===== config.mk =====
export PLATFORM = sky130hd
export DESIGN_NAME = adc_scan_scheduler
export DESIGN_NICKNAME = d
export VERILOG_FILES = /design/src/rtl/adc_scan_scheduler.sv
export SDC_FILE = /design/constraint.sdc
export NUM_CORES = 1
export LEC_CHECK = 0
export ABC_AREA = 1
export CAP_MARGIN = 20
export CORE_UTILIZATION = 50
export CTS_BUF_LIST = sky130_fd_sc_hd__clkbuf_2 sky130_fd_sc_hd__clkbuf_4 sky130_fd_sc_hd__clkbuf_8
export DETAILED_ROUTE_END_ITERATION = 6
export PLACE_DENSITY = 0.74
export SYNTH_ARGS = -nofsm -noshare
export SYNTH_HDL_FRONTEND = slang
export SYNTH_SLANG_ARGS = --single-unit

===== constraint.sdc =====
create_clock -name clk -period 4.38 [get_ports clk]
set_input_delay 0.876 -clock clk [delete_from_list [all_inputs] [get_ports clk]]
set_output_delay 0.876 -clock clk [all_outputs]
set_load 0.05 [all_outputs]

===== src/rtl/adc_scan_scheduler.sv =====
// Scan scheduler: ticks at a programmable period, walks the enabled channels
// through one ADC reader, and streams tagged results out through a small FIFO.
module adc_scan_scheduler #(
    parameter int NUM_CH     = 4,
    parameter int CH_W       = 2,
    parameter int FIFO_DEPTH = 4,
    parameter int TIMEOUT    = 1024
) (
    input  logic              clk,
    input  logic              reset,
    input  logic              enable,
    input  logic [31:0]       sample_period,
    input  logic [NUM_CH-1:0] ch_mask,
    output logic              conv_start,
    output logic [CH_W-1:0]   conv_ch,
    input  logic              conv_done,
    input  logic [15:0]       conv_data,
    output logic [15:0]       m_axis_tdata,
    output logic [CH_W-1:0]   m_axis_tuser,
    output logic              m_axis_tlast,
    output logic              m_axis_tvalid,
    input  logic              m_axis_tready,
    output logic [7:0]        drop_count,
    output logic [7:0]        skip_count,
    output logic              timeout_flag
);
    localparam int AW = $clog2(FIFO_DEPTH);
    localparam int TW = $clog2(TIMEOUT + 1);

    typedef struct packed {
        logic [CH_W-1:0] ch;
        logic            last;
        logic [15:0]     data;
    } entry_t;

    typedef enum logic [2:0] {IDLE, SCAN_SEL, START, WAIT_DONE, NEXT} state_t;

    state_t state, state_n;

    logic [31:0]       eff_period, per_cnt;
    logic              tick_q, tick;
    logic [NUM_CH-1:0] scan_mask, mask_left;
    logic [CH_W-1:0]   cur_ch, lo_ch, hi_ch;
    logic [TW-1:0]     tcnt;
    logic              tmo_hit;

    entry_t            mem [FIFO_DEPTH];
    entry_t            head;
    logic [AW:0]       wr_ptr, rd_ptr;
    logic              empty, full, push_req, push_ok, pop;

    // Tick is registered so the first one lands exactly eff_period cycles
    // after the first enabled cycle; gating with enable kills a stale pulse.
    assign eff_period = (sample_period < 32'd2) ? 32'd2 : sample_period;
    assign tick       = tick_q && enable;

    always_ff @(posedge clk) begin
        if (reset || !enable) begin
            per_cnt <= '0;
            tick_q  <= 1'b0;
        end else if (per_cnt >= eff_period - 32'd1) begin
            per_cnt <= '0;
            tick_q  <= 1'b1;
        end else begin
            per_cnt <= per_cnt + 32'd1;
            tick_q  <= 1'b0;
        end
    end

    always_comb begin
        lo_ch = '0;
        hi_ch = '0;
        for (int i = NUM_CH - 1; i >= 0; i--)
            if (scan_mask[i]) lo_ch = CH_W'(i);
        for (int i = 0; i < NUM_CH; i++)
            if (scan_mask[i]) hi_ch = CH_W'(i);
    end

    assign mask_left = scan_mask & ~(NUM_CH'(1) << cur_ch);
    assign tmo_hit   = (tcnt == TW'(TIMEOUT - 1));

    always_ff @(posedge clk) begin
        if (reset) state <= IDLE;
        else       state <= state_n;
    end

    always_comb begin
        state_n = state;
        case (state)
            IDLE:      if (tick && ch_mask != '0) state_n = SCAN_SEL;
            SCAN_SEL:  state_n = START;
            START:     state_n = WAIT_DONE;
            WAIT_DONE: if (conv_done || tmo_hit) state_n = NEXT;
            NEXT:      state_n = (mask_left == '0 || !enable) ? IDLE : SCAN_SEL;
            default:   state_n = IDLE;
        endcase
    end

    always_comb begin
        conv_start = (state == START);
    end

    assign conv_ch = cur_ch;

    always_ff @(posedge clk) begin
        if (reset) begin
            scan_mask    <= '0;
            cur_ch       <= '0;
            tcnt         <= '0;
            timeout_flag <= 1'b0;
            skip_count   <= '0;
        end else begin
            case (state)
                IDLE:      if (tick && ch_mask != '0) scan_mask <= ch_mask;
                SCAN_SEL:  cur_ch <= lo_ch;
                START:     tcnt <= '0;
                WAIT_DONE: if (!conv_done) begin
                    if (tmo_hit) timeout_flag <= 1'b1;
                    else         tcnt <= tcnt + TW'(1);
                end
                NEXT:      scan_mask <= mask_left;
                default:   ;
            endcase
            if (tick && state != IDLE && skip_count != 8'hFF)
                skip_count <= skip_count + 8'd1;
        end
    end

    // A full FIFO still accepts a push when the head leaves in the same cycle.
    assign empty    = (wr_ptr == rd_ptr);
    assign full     = (wr_ptr[AW] != rd_ptr[AW]) && (wr_ptr[AW-1:0] == rd_ptr[AW-1:0]);
    assign push_req = (state == WAIT_DONE) && conv_done;
    assign pop      = !empty && m_axis_tready;
    assign push_ok  = push_req && (!full || pop);

    always_ff @(posedge clk) begin
        if (push_ok)
            mem[wr_ptr[AW-1:0]] <= '{ch: cur_ch, last: (cur_ch == hi_ch), data: conv_data};
    end

    always_ff @(posedge clk) begin
        if (reset) begin
            wr_ptr     <= '0;
            rd_ptr     <= '0;
            drop_count <= '0;
        end else begin
            if (push_ok) wr_ptr <= wr_ptr + 1'b1;
            if (pop)     rd_ptr <= rd_ptr + 1'b1;
            if (push_req && !push_ok && drop_count != 8'hFF)
                drop_count <= drop_count + 8'd1;
        end
    end

    assign head          = mem[rd_ptr[AW-1:0]];
    assign m_axis_tvalid = !empty;
    assign m_axis_tdata  = m_axis_tvalid ? head.data : '0;
    assign m_axis_tuser  = m_axis_tvalid ? head.ch   : '0;
    assign m_axis_tlast  = m_axis_tvalid && head.last;

endmodule


# Word-level counts from Yosys, hierarchy flattened
# Memories as Yosys holds them, arrays and structs flattened. A register that Yosys moved wholly into a read port is not among the register bits.
# Cells that the tools add are included.
word_totals:
  regBits: 76
  mem_bits_rw: 76
  input_bits: 57
  word_cells: 94
  mem_count: 1
mem_list:
  columns: ["name", "depth", "width", "rd", "rd_clocked_by_memory_dff", "write_ports", "line", "text"]
  rows:
  - ["mem", 4, 19, 1, 1, 1, "47", "entry_t mem [FIFO_DEPTH];"]
op_classes:
  add_sub_neg: 7
  magnitude_cmp: 2
  n_eq_ne: 15
  shift: 1
  mux: 24
  bitwise: 3
  n_reduce_logical: 30
ops:
  columns: ["cell", "n"]
  rows:
  - ["$add 32x1->32 const B", 1]
  - ["$ge 32x32->1", 1]
  - ["$lt 32x2->1 const B", 1]
  - ["$mux 32", 1]
  - ["$sub 32x1->32 const B", 1]
  - ["$mux 11", 2]
  - ["$pmux 11 s2", 1]
  - ["$mux 2", 9]
  - ["$add 8x1->8 const B", 2]
  - ["$mux 16", 1]
  - ["$ne 8x8->1 const B", 2]
  - ["$pmux 3 s5", 1]
  - ["$add 11x1->11 const B", 1]
  - ["$eq 11x10->1 const B", 1]
  - ["$logic_and 1x1->1", 11]
  - ["$ne 2x2->1 const B", 4]
  - ["$pmux 4 s2", 1]
  - ["$add 3x1->3 const B", 2]
  - ["$eq 3x2->1 const B", 2]
  - ["$mux 3", 2]
  - ["$reduce_and 3->1", 2]
  - ["$mux 1", 5]
  - ["$and 4x4->4", 1]
  - ["$eq 2x2->1", 2]
  - ["other kinds (17)", 25]

# Longest topological paths before layout
# Gate-level depths: netlist (run 1).
logic_depth:
  word_depth: 8
  ltp_mapped: 24
  mapped_depth_nobuf: 24

# Worst setup path after synthesis (run 1)
# No wires, ideal clock.
synth_timing:
  kind: "input-to-reg"
  start: "input sample_period[8]"
  end: "register per_cnt[15]"
  setup_ps: 116
  arrival_ps: 3627
  required_ps: 4264
  path_slack_ps: 637
  path_stages: 23
  path_cell_list: "nor2_2 nand2_1 nor2_2 nand2_1 nor2_1 nor2_1 inv_1 ha_1 nand2_1 nor2_4 nand2_2 nor3_2 xor2_1 inv_1 ha_1 nand2_1 nor2_1 nand4_1 nor2_1 nand4_1 nand4_1 buf_4 nor2_1"
synth_between:
  elab_chain_len: 5
synth_lines:
  columns: ["item", "line", "text"]
  rows:
  - ["start: declaration", "12", "input logic [31:0] sample_period,"]
  - ["$lt 32x2->1", "54", "assign eff_period = (sample_period < 32'd2) ? 32'd2 : sample_period;"]
  - ["$mux 32 *", "54", null]
  - ["$sub 32x1->32 *", "61", "end else if (per_cnt >= eff_period - 32'd1) begin"]
  - ["$ge 32x32->1 *", "61", null]
  - ["$reduce_or 2->1 (no line) *", null, null]
  - ["end signal: assignment", "65", "per_cnt <= per_cnt + 32'd1;"]
  - ["end: declaration", "40", "logic [31:0] eff_period, per_cnt;"]
# Mark *: on every way between the ends. The rest lies on a longest branch, timed or not.
# A chain may end at the register's enable or synchronous reset.

# Worst setup path in the final report (run 1)
layout_timing:
  start: "input sample_period[12]"
  end: "register per_cnt[4]"
# The elaborated chain is that of the path after synthesis.

==> results of run 1 <==
==> per-layer routing <==
metal | routed length, um | up-vias
li1 | - | 3905
met1 | 8760 | 3381
met2 | 9150 | 148
met3 | 674 | 41
met4 | 505 | 0
met5 | 0 | -
==> cells in the final DEF (no fill, tap or decap), types with 3 or more instances in the layout <==
cell,Yosys,routed
a21oi_1,48,48
a21o_1,4,4
clkinv_4,0,3
inv_1,147,147
xnor2_1,18,18
o21ai_1,3,3
nand2_2,9,9
nand4_1,24,24
xor2_1,37,37
nand2_1,212,212
nor2_4,8,8
clkbuf_8,0,18
clkdlybuf4s50_1,0,96
nor2_2,9,10
clkinv_2,0,3
nor2_1,212,211
inv_6,0,4
nor3_2,8,8
o32ai_1,19,19
nand3b_1,5,5
dfxtp_1,78,78
edfxtp_1,76,76
ha_1,42,42
o21ai_0,46,46
nor3_1,23,23
or2_2,3,3
nand3_1,34,34
buf_4,4,38
==> through the flow <==
step	hold WS [ps]	total power [mW]	cell area [sq um]	utilization [%]	setup slack [ps]
global placement	452	2.12	10300	59.5	130
detailed placement	459	2.13	10300	59.5	1.41
floorplan	440	1.92	8800	-	637
global route	504	3.27	10600	61.7	24.0
CTS	473	3.16	10600	61.7	475
finish	468	3.13	10600	61.7	443
==> logic make-up after synthesis <==
logic type / Yosys count / share of synthesized area (%)
AND/OR/NAND/NOR: 563 / 28.7
buffers and inverters: 173 / 7.65
flip-flops: 154 / 43.7
AO/OA/AOI/OAI: 129 / 8.54
XOR/XNOR: 55 / 5.47
adder cells (fa/ha/maj): 42 / 5.97
==> worst reg2reg max path, delay by kind of cell (launching register included) <==
| kind | cells | cell delay, ps |
|---|---|---|
| simple gates | 3 | 990 |
| buf+inv | 1 | 130 |
| compound gates | 3 | 460 |
| flops | 1 | 350 |
==> sequential cells by signal, indices dropped and copies added (netlist names), named ones only <==
name,count
mem,76
per_cnt,32
tcnt,11
drop_count,8
skip_count,8
scan_mask,4
rd_ptr,3
state,3
wr_ptr,3
conv_ch,2
tick_q,1
timeout_flag,1
==> power by group through the flow <==
| stage | Sequential [mW] | Clock (mW) | Combinational (mW) |
|---|---|---|---|
| 2_1_floorplan | 1.56 | 0 | 0.358 |
| 3_3_place_gp | 1.56 | 0 | 0.559 |
| 3_5_place_dp | 1.56 | 0 | 0.565 |
| 4_1_cts | 1.53 | 1.06 | 0.567 |
| 5_1_grt | 1.53 | 1.12 | 0.614 |
| 6_report | 1.53 | 1.04 | 0.564 |
==> area by class of cell <==
class	count	area share, %
inverters	151	5.38
multi-input cells	789	40.3
well taps	225	2.65
clock inverters	14	1.28
repair buffers	135	11.9
clock buffers	18	2.33
flip-flops and latches	154	36.1
==> worst paths after layout <==
path	startpoint	to	slack, ps	cells past startpoint
hold / removal	skip_count[4]$_SDFFE_PP0P_	skip_count[4]$_SDFFE_PP0P_	470	2
hold reg to reg	skip_count[4]$_SDFFE_PP0P_	skip_count[4]$_SDFFE_PP0P_	470	2
setup / recovery	sample_period[12]	per_cnt[4]$_SDFF_PP0_	440	23
setup reg to reg	rd_ptr[1]$_SDFFE_PP0P_	rd_ptr[0]$_SDFFE_PP0P_	2340	7
==> impl_metrics.csv, run 1 <==
group,metric,value,unit
clock_tree,cts_resized,0,
sta,setup_viol,0,
status,failed_checks,"design-rule violations",
floorplan,placeableCoreArea,17200,sq um
clock_tree,cts_made_buffers,17,
global_route,antenna_found_initial,0,
sta,fin_skew,14.1,ps
synthesis,synth_edf_count,76,
global_route,grtUsageMet2,38.3,%
power_and_ir_drop,leakagePower,4.19,nW
clock_tree,cts_setup_buffers,0,
clock_tree,cts_buffer_depth,2,
global_route,grt_pass1_vias,7207,
floorplan,rows,48,
synthesis,synth_top_area_share,25.9,%
worst_setup_path,worstPathRequired,4730,ps
sta,slew-limit-headroom,43.0,%
routing,wl,19.1,mm
worst_setup_path,crit_path_end_kind,"flop",
routing,drtIter0Drc,327,
sta,period_needed,3940,ps
floorplan,fp.dieH,135,um
synthesis,synth_seq_cells,154,
sta,setup_tns,0,ps
worst_hold_path,hold_path_class,"flop to flop",
synthesis,syn-num-nets,1215,
synthesis,netlist_top_cells_area,"edfxtp_1 26%, dfxtp_1 18%, nand2_1 9.0%",
placement,dp_cells,1454,
global_route,grtUsageMet1,27.7,%
sta,slew_viol_final,0,
power_and_ir_drop,irDropWorstVdd,0.184,mV
sta,rsz0062_at_grt,"no",
power_and_ir_drop,switching_share,29.5,%
routing,ant_nets,0,
synthesis,synth_flop_cell,"dfxtp_1",
global_route,grt_max_degree,39,
synthesis,synth.distinct_cells,48,
synthesis,postSynth.asyncResetShare,0,%
routing,drt_pass1_iterations,6,
global_route,grt_pass1_wl,32.3,mm
clock_tree,clk_pin_slew,90,ps
power_and_ir_drop,clockPowerShare,33.1,%
synthesis,synth_area_per_cell,7.89,sq um
sta,max_freq,254,MHz
finish,drive_gt1_share,9.67,%
status,outcome,"complete, but fails checks",
finish,antenna_cells,0,
floorplan,die_area,18100,sq um
global_route,busiest_layer,"met2",
routing,drc,1,
synthesis,syn_area,8800,sq um
routing,dr_total_vias,7475,
clock_tree,cts_root_buffer,"clkbuf_8",
clock_tree,ctsHoldBuffers,0,
routing,vias_per_cell,5.03,
finish,finalNonFillerCells,1486,
floorplan,initial_core_util,51.1,%
worst_setup_path,cp_slowest_stage_delay,530,ps
worst_setup_path,cp_max_fo,32,
power_and_ir_drop,p_comb_share,18.0,%
worst_setup_path,startpoint_type,"input port",
worst_setup_path,crit_type,"input port to flop",
worst_setup_path,critical_path_buf_inv_count,3,
sta,finalHoldViolCount,0,
synthesis,synth_area_leader_cell,"edfxtp_1",
placement,dp_hpwl,14.4,mm
synthesis,yosys-top-cells-count,"212 x nand2_1, 212 x nor2_1, 147 x inv_1",
clock_tree,cts_tree,"yes",
clock_tree,clock_latency,460,ps
worst_setup_path,crit_path_top_delay_cell,"clkdlybuf4s50_1",
worst_setup_path,worst_path_most_repeated_cell,"nor2_1",
global_route,met3_usage,3.83,%
clock_tree,cts.htree.levels,4,
run,maxCapViolations,0,
synthesis,syn_inst,1116,
routing,post_drt_wl_per_cell,12.9,um
placement,gp_congestion,0.930,
floorplan,die_width,135,um
worst_setup_path,cpLargestDelayFamily,"simple AND/OR/NAND/NOR gates",
global_route,overflow,0,
power_and_ir_drop,p_sw,924,uW
clock_tree,cts.sinks,154,
sta,finalCritPeriodShare,89.9,%
floorplan,ios,97,
synthesis,yosys_warnings,0,
worst_setup_path,arrival,4280,ps
sta,tightest_slew,853,ps
power_and_ir_drop,power.density,294,nW/um^2
power_and_ir_drop,p_seq_share,48.9,%
synthesis,synth-seq-area-share,43.7,%
power_and_ir_drop,p_int,2.20,mW
finish,register_area,3840,sq um
finish,multi_input_area,4290,sq um
placement,portBuffers,96,
finish,fin_nets,1347,
finish,nFillCells,1524,
worst_setup_path,crit_chain,"clkdlybuf4s50_1, nor2_1, nand2_1, nor2_2, nand2_1, nor2_1, buf_4, nor2_1, ha_1, nand2_1, nor2_4, nand3_1, nor2_1, xnor2_1, ha_1, nand2_1, nor2_1, nand2_1, nor2_1, nand4_1, nand4_1, buf_12, nor2_1",
finish,synthToLayoutAreaGrowth,20.8,%
global_route,grt_usage,22.3,%
Note: power is estimated with default switching activity, not from simulation.
==> inputs of run 2 (changes only) <==
--- a/config.mk
+++ b/config.mk
@@ -7,10 +7,11 @@
 export LEC_CHECK = 0
 export ABC_AREA = 1
 export CAP_MARGIN = 20
-export CORE_UTILIZATION = 50
+export CORE_MARGIN = 8
+export CORE_UTILIZATION = 40
 export CTS_BUF_LIST = sky130_fd_sc_hd__clkbuf_2 sky130_fd_sc_hd__clkbuf_4 sky130_fd_sc_hd__clkbuf_8
 export DETAILED_ROUTE_END_ITERATION = 6
-export PLACE_DENSITY = 0.74
+export PLACE_DENSITY = 0.62
 export SYNTH_ARGS = -nofsm -noshare
 export SYNTH_HDL_FRONTEND = slang
 export SYNTH_SLANG_ARGS = --single-unit
==> constraint.sdc (replaced) <==
create_clock -name clk -period 4.05 [get_ports clk]
set_input_delay 0.81 -clock clk [delete_from_list [all_inputs] [get_ports clk]]
set_output_delay 0.81 -clock clk [all_outputs]
set_load 0.05 [all_outputs]
==> run 2 against run 1 <==
  * Clock-buffer cell count unchanged
  * Sequential cell count unchanged
  * Via count up 1.2%
  * Clock power up 21%
  * Die area up 49%
  * The run now ends clean
  * Highest routed layer unchanged
  * First-iteration DRC count up 2.1%
  * Cell area up 4.8%
  * Routed wire length up 9.3%
  * Clock skew down 2.6 ps
  * Register-to-register slack worse by 340 ps
  * Hold slack better by 11 ps
  * Cell count up 5.8%
==> impl_metrics.csv, run 2 (synthesis results as in run 1) <==
group,metric,value,unit
routing,drt_pass1_iterations,7,
clock_tree,cts_tree,"yes",
placement,dp_hpwl,15.5,mm
finish,fin_util,51.4,%
worst_setup_path,cp_slowest_stage_delay,500,ps
global_route,grt_max_degree,39,
sta,finalHoldViolCount,0,
global_route,grt_pass1_wl,33.9,mm
floorplan,die_area,27000,sq um
finish,synthToLayoutAreaGrowth,26.6,%
placement,dp_slack,-248,ps
clock_tree,clock_latency,450,ps
sta,slew_viol_final,0,
sta,worst_slack,186,ps
power_and_ir_drop,power.density,319,nW/um^2
sta,slew-limit-headroom,41.1,%
finish,antenna_cells,0,
floorplan,die_width,164,um
sta,setup_viol,0,
clock_tree,clk_pin_slew,90,ps
clock_tree,cts_made_buffers,17,
finish,drive_gt1_share,13.8,%
power_and_ir_drop,leakagePower,4.45,nW
power_and_ir_drop,irDropWorstVdd,0.220,mV
clock_tree,cts.sinks,154,
sta,period_needed,3860,ps
sta,max_freq,259,MHz
finish,mostFrequentLayoutCells,"206 x nand2_1, 195 x nor2_1, 147 x inv_1",
finish,finalNonFillerCells,1572,
clock_tree,cts.htree.levels,4,
sta,tightest_slew,882,ps
floorplan,initial_core_util,40.6,%
run,maxCapViolations,0,
routing,vias_per_cell,4.81,
routing,ant_nets,0,
clock_tree,cts_buffer_depth,2,
finish,final_common_cell,"nand2_1",
global_route,antenna_found_initial,0,
worst_setup_path,crit_path_top_delay_cell,"clkdlybuf4s50_1",
floorplan,placeableCoreArea,21700,sq um
placement,dp_cells,1534,
worst_hold_path,hold_path_class,"flop to flop",
global_route,grt_pass1_vias,7174,
sta,fin_skew,11.5,ps
routing,dr_total_vias,7566,
routing,wl,20.9,mm
sta,finalCritPeriodShare,95.4,%
worst_setup_path,cp_max_fo,8,
routing,post_drt_wl_per_cell,13.3,um
routing,drc,0,
worst_setup_path,cpLargestDelayFamily,"simple AND/OR/NAND/NOR gates",
finish,fin_nets,1378,
finish,largest_reg_flops,76,
floorplan,fp.dieH,164,um
placement,portBuffers,96,
worst_setup_path,startpoint_type,"input port",
status,outcome,"finished, final reports clean",
placement,gp_congestion,0.897,
floorplan,ios,97,
worst_setup_path,crit_type,"input port to flop",
worst_setup_path,crit_path_end_kind,"flop",
worst_setup_path,worst_path_most_repeated_cell,"nor2_2",
global_route,grt_usage,15.6,%
worst_setup_path,arrival,4200,ps
worst_setup_path,worstPathRequired,4390,ps
worst_setup_path,critical_path_buf_inv_count,5,
routing,drtIter0Drc,334,
clock_tree,ctsHoldBuffers,0,
floorplan,rows,54,
clock_tree,cts_root_buffer,"clkbuf_8",
global_route,overflow,0,
[run 2: timing repair]
| item | CTS | global route |
|---|---|---|
| resized for setup | 0 | 31 |
| setup endpoints to repair | 0 | 32 |
| setup buffers | 0 | 3 |
[run 2: worst paths after layout]
path,start,endpoint,slack (ps),depth (start not counted)
setup / recovery,sample_period[22],per_cnt[18]$_SDFF_PP0_,190,25
hold reg to reg,skip_count[4]$_SDFFE_PP0P_,skip_count[4]$_SDFFE_PP0P_,480,2
hold / removal,skip_count[4]$_SDFFE_PP0P_,skip_count[4]$_SDFFE_PP0P_,480,2
setup reg to reg,rd_ptr[1]$_SDFFE_PP0P_,flop,2000,7
[run 2: where the power goes]
group | leakage [nW] | total, mW | internal (mW) | switching (mW)
sequential | 1.31 | 1.65 | 1.64 | 0.0124
clock | 0.215 | 1.26 | 0.680 | 0.580
combinational | 2.93 | 0.645 | 0.249 | 0.396
total | 4.45 | 3.56 | 2.57 | 0.989
[run 2: area by class of cell]
cell class,count,area [sq um]
multi-input combinational,789,4380
clock buffer,18,241
timing repair buffer,166,1560
tap,280,350
fill,2039,10500
inverter,151,572
clock inverter,14,194
sequential,154,3840
[run 2: through the flow]
step	setup TNS, ps	instance area [sq um]	hold slack, ps	power, mW
6_report	0	11100	479	3.56
5_1_grt	-625	11100	505	3.71
2_1_floorplan	0	8800	440	2.07
4_1_cts	0	11000	479	3.59
3_5_place_dp	-7710	10500	463	2.32
3_3_place_gp	-3610	10500	450	2.32
[run 2: worst register-to-register path: stages, from the launching register on]
cell and delay, ps:
dfxtp_1 340, or2_0 220, a21oi_1 160, nand2_1 540
nand2_1 250, inv_1 130, o21ai_0 220, a21oi_1 60
[run 2: per-layer routing]
| metal | wire length [um] | global-route usage (%) | part of all wire, % |
|---|---|---|---|
| met5 | 0 | 0 | 0 |
| met4 | 348 | 5.12 | 1.7 |
| met3 | 946 | 3.08 | 4.5 |
| met1 | 9830 | 19.9 | 47 |
| met2 | 9750 | 25.9 | 47 |
==> inputs of run 3 (changes only) <==
--- a/config.mk
+++ b/config.mk
@@ -15,3 +15,4 @@
 export SYNTH_ARGS = -nofsm -noshare
 export SYNTH_HDL_FRONTEND = slang
 export SYNTH_SLANG_ARGS = --single-unit
+export TNS_END_PERCENT = 1
==> results of run 3 <==
Same layout as run 2: the final DEF is identical, and so are final timing and power.
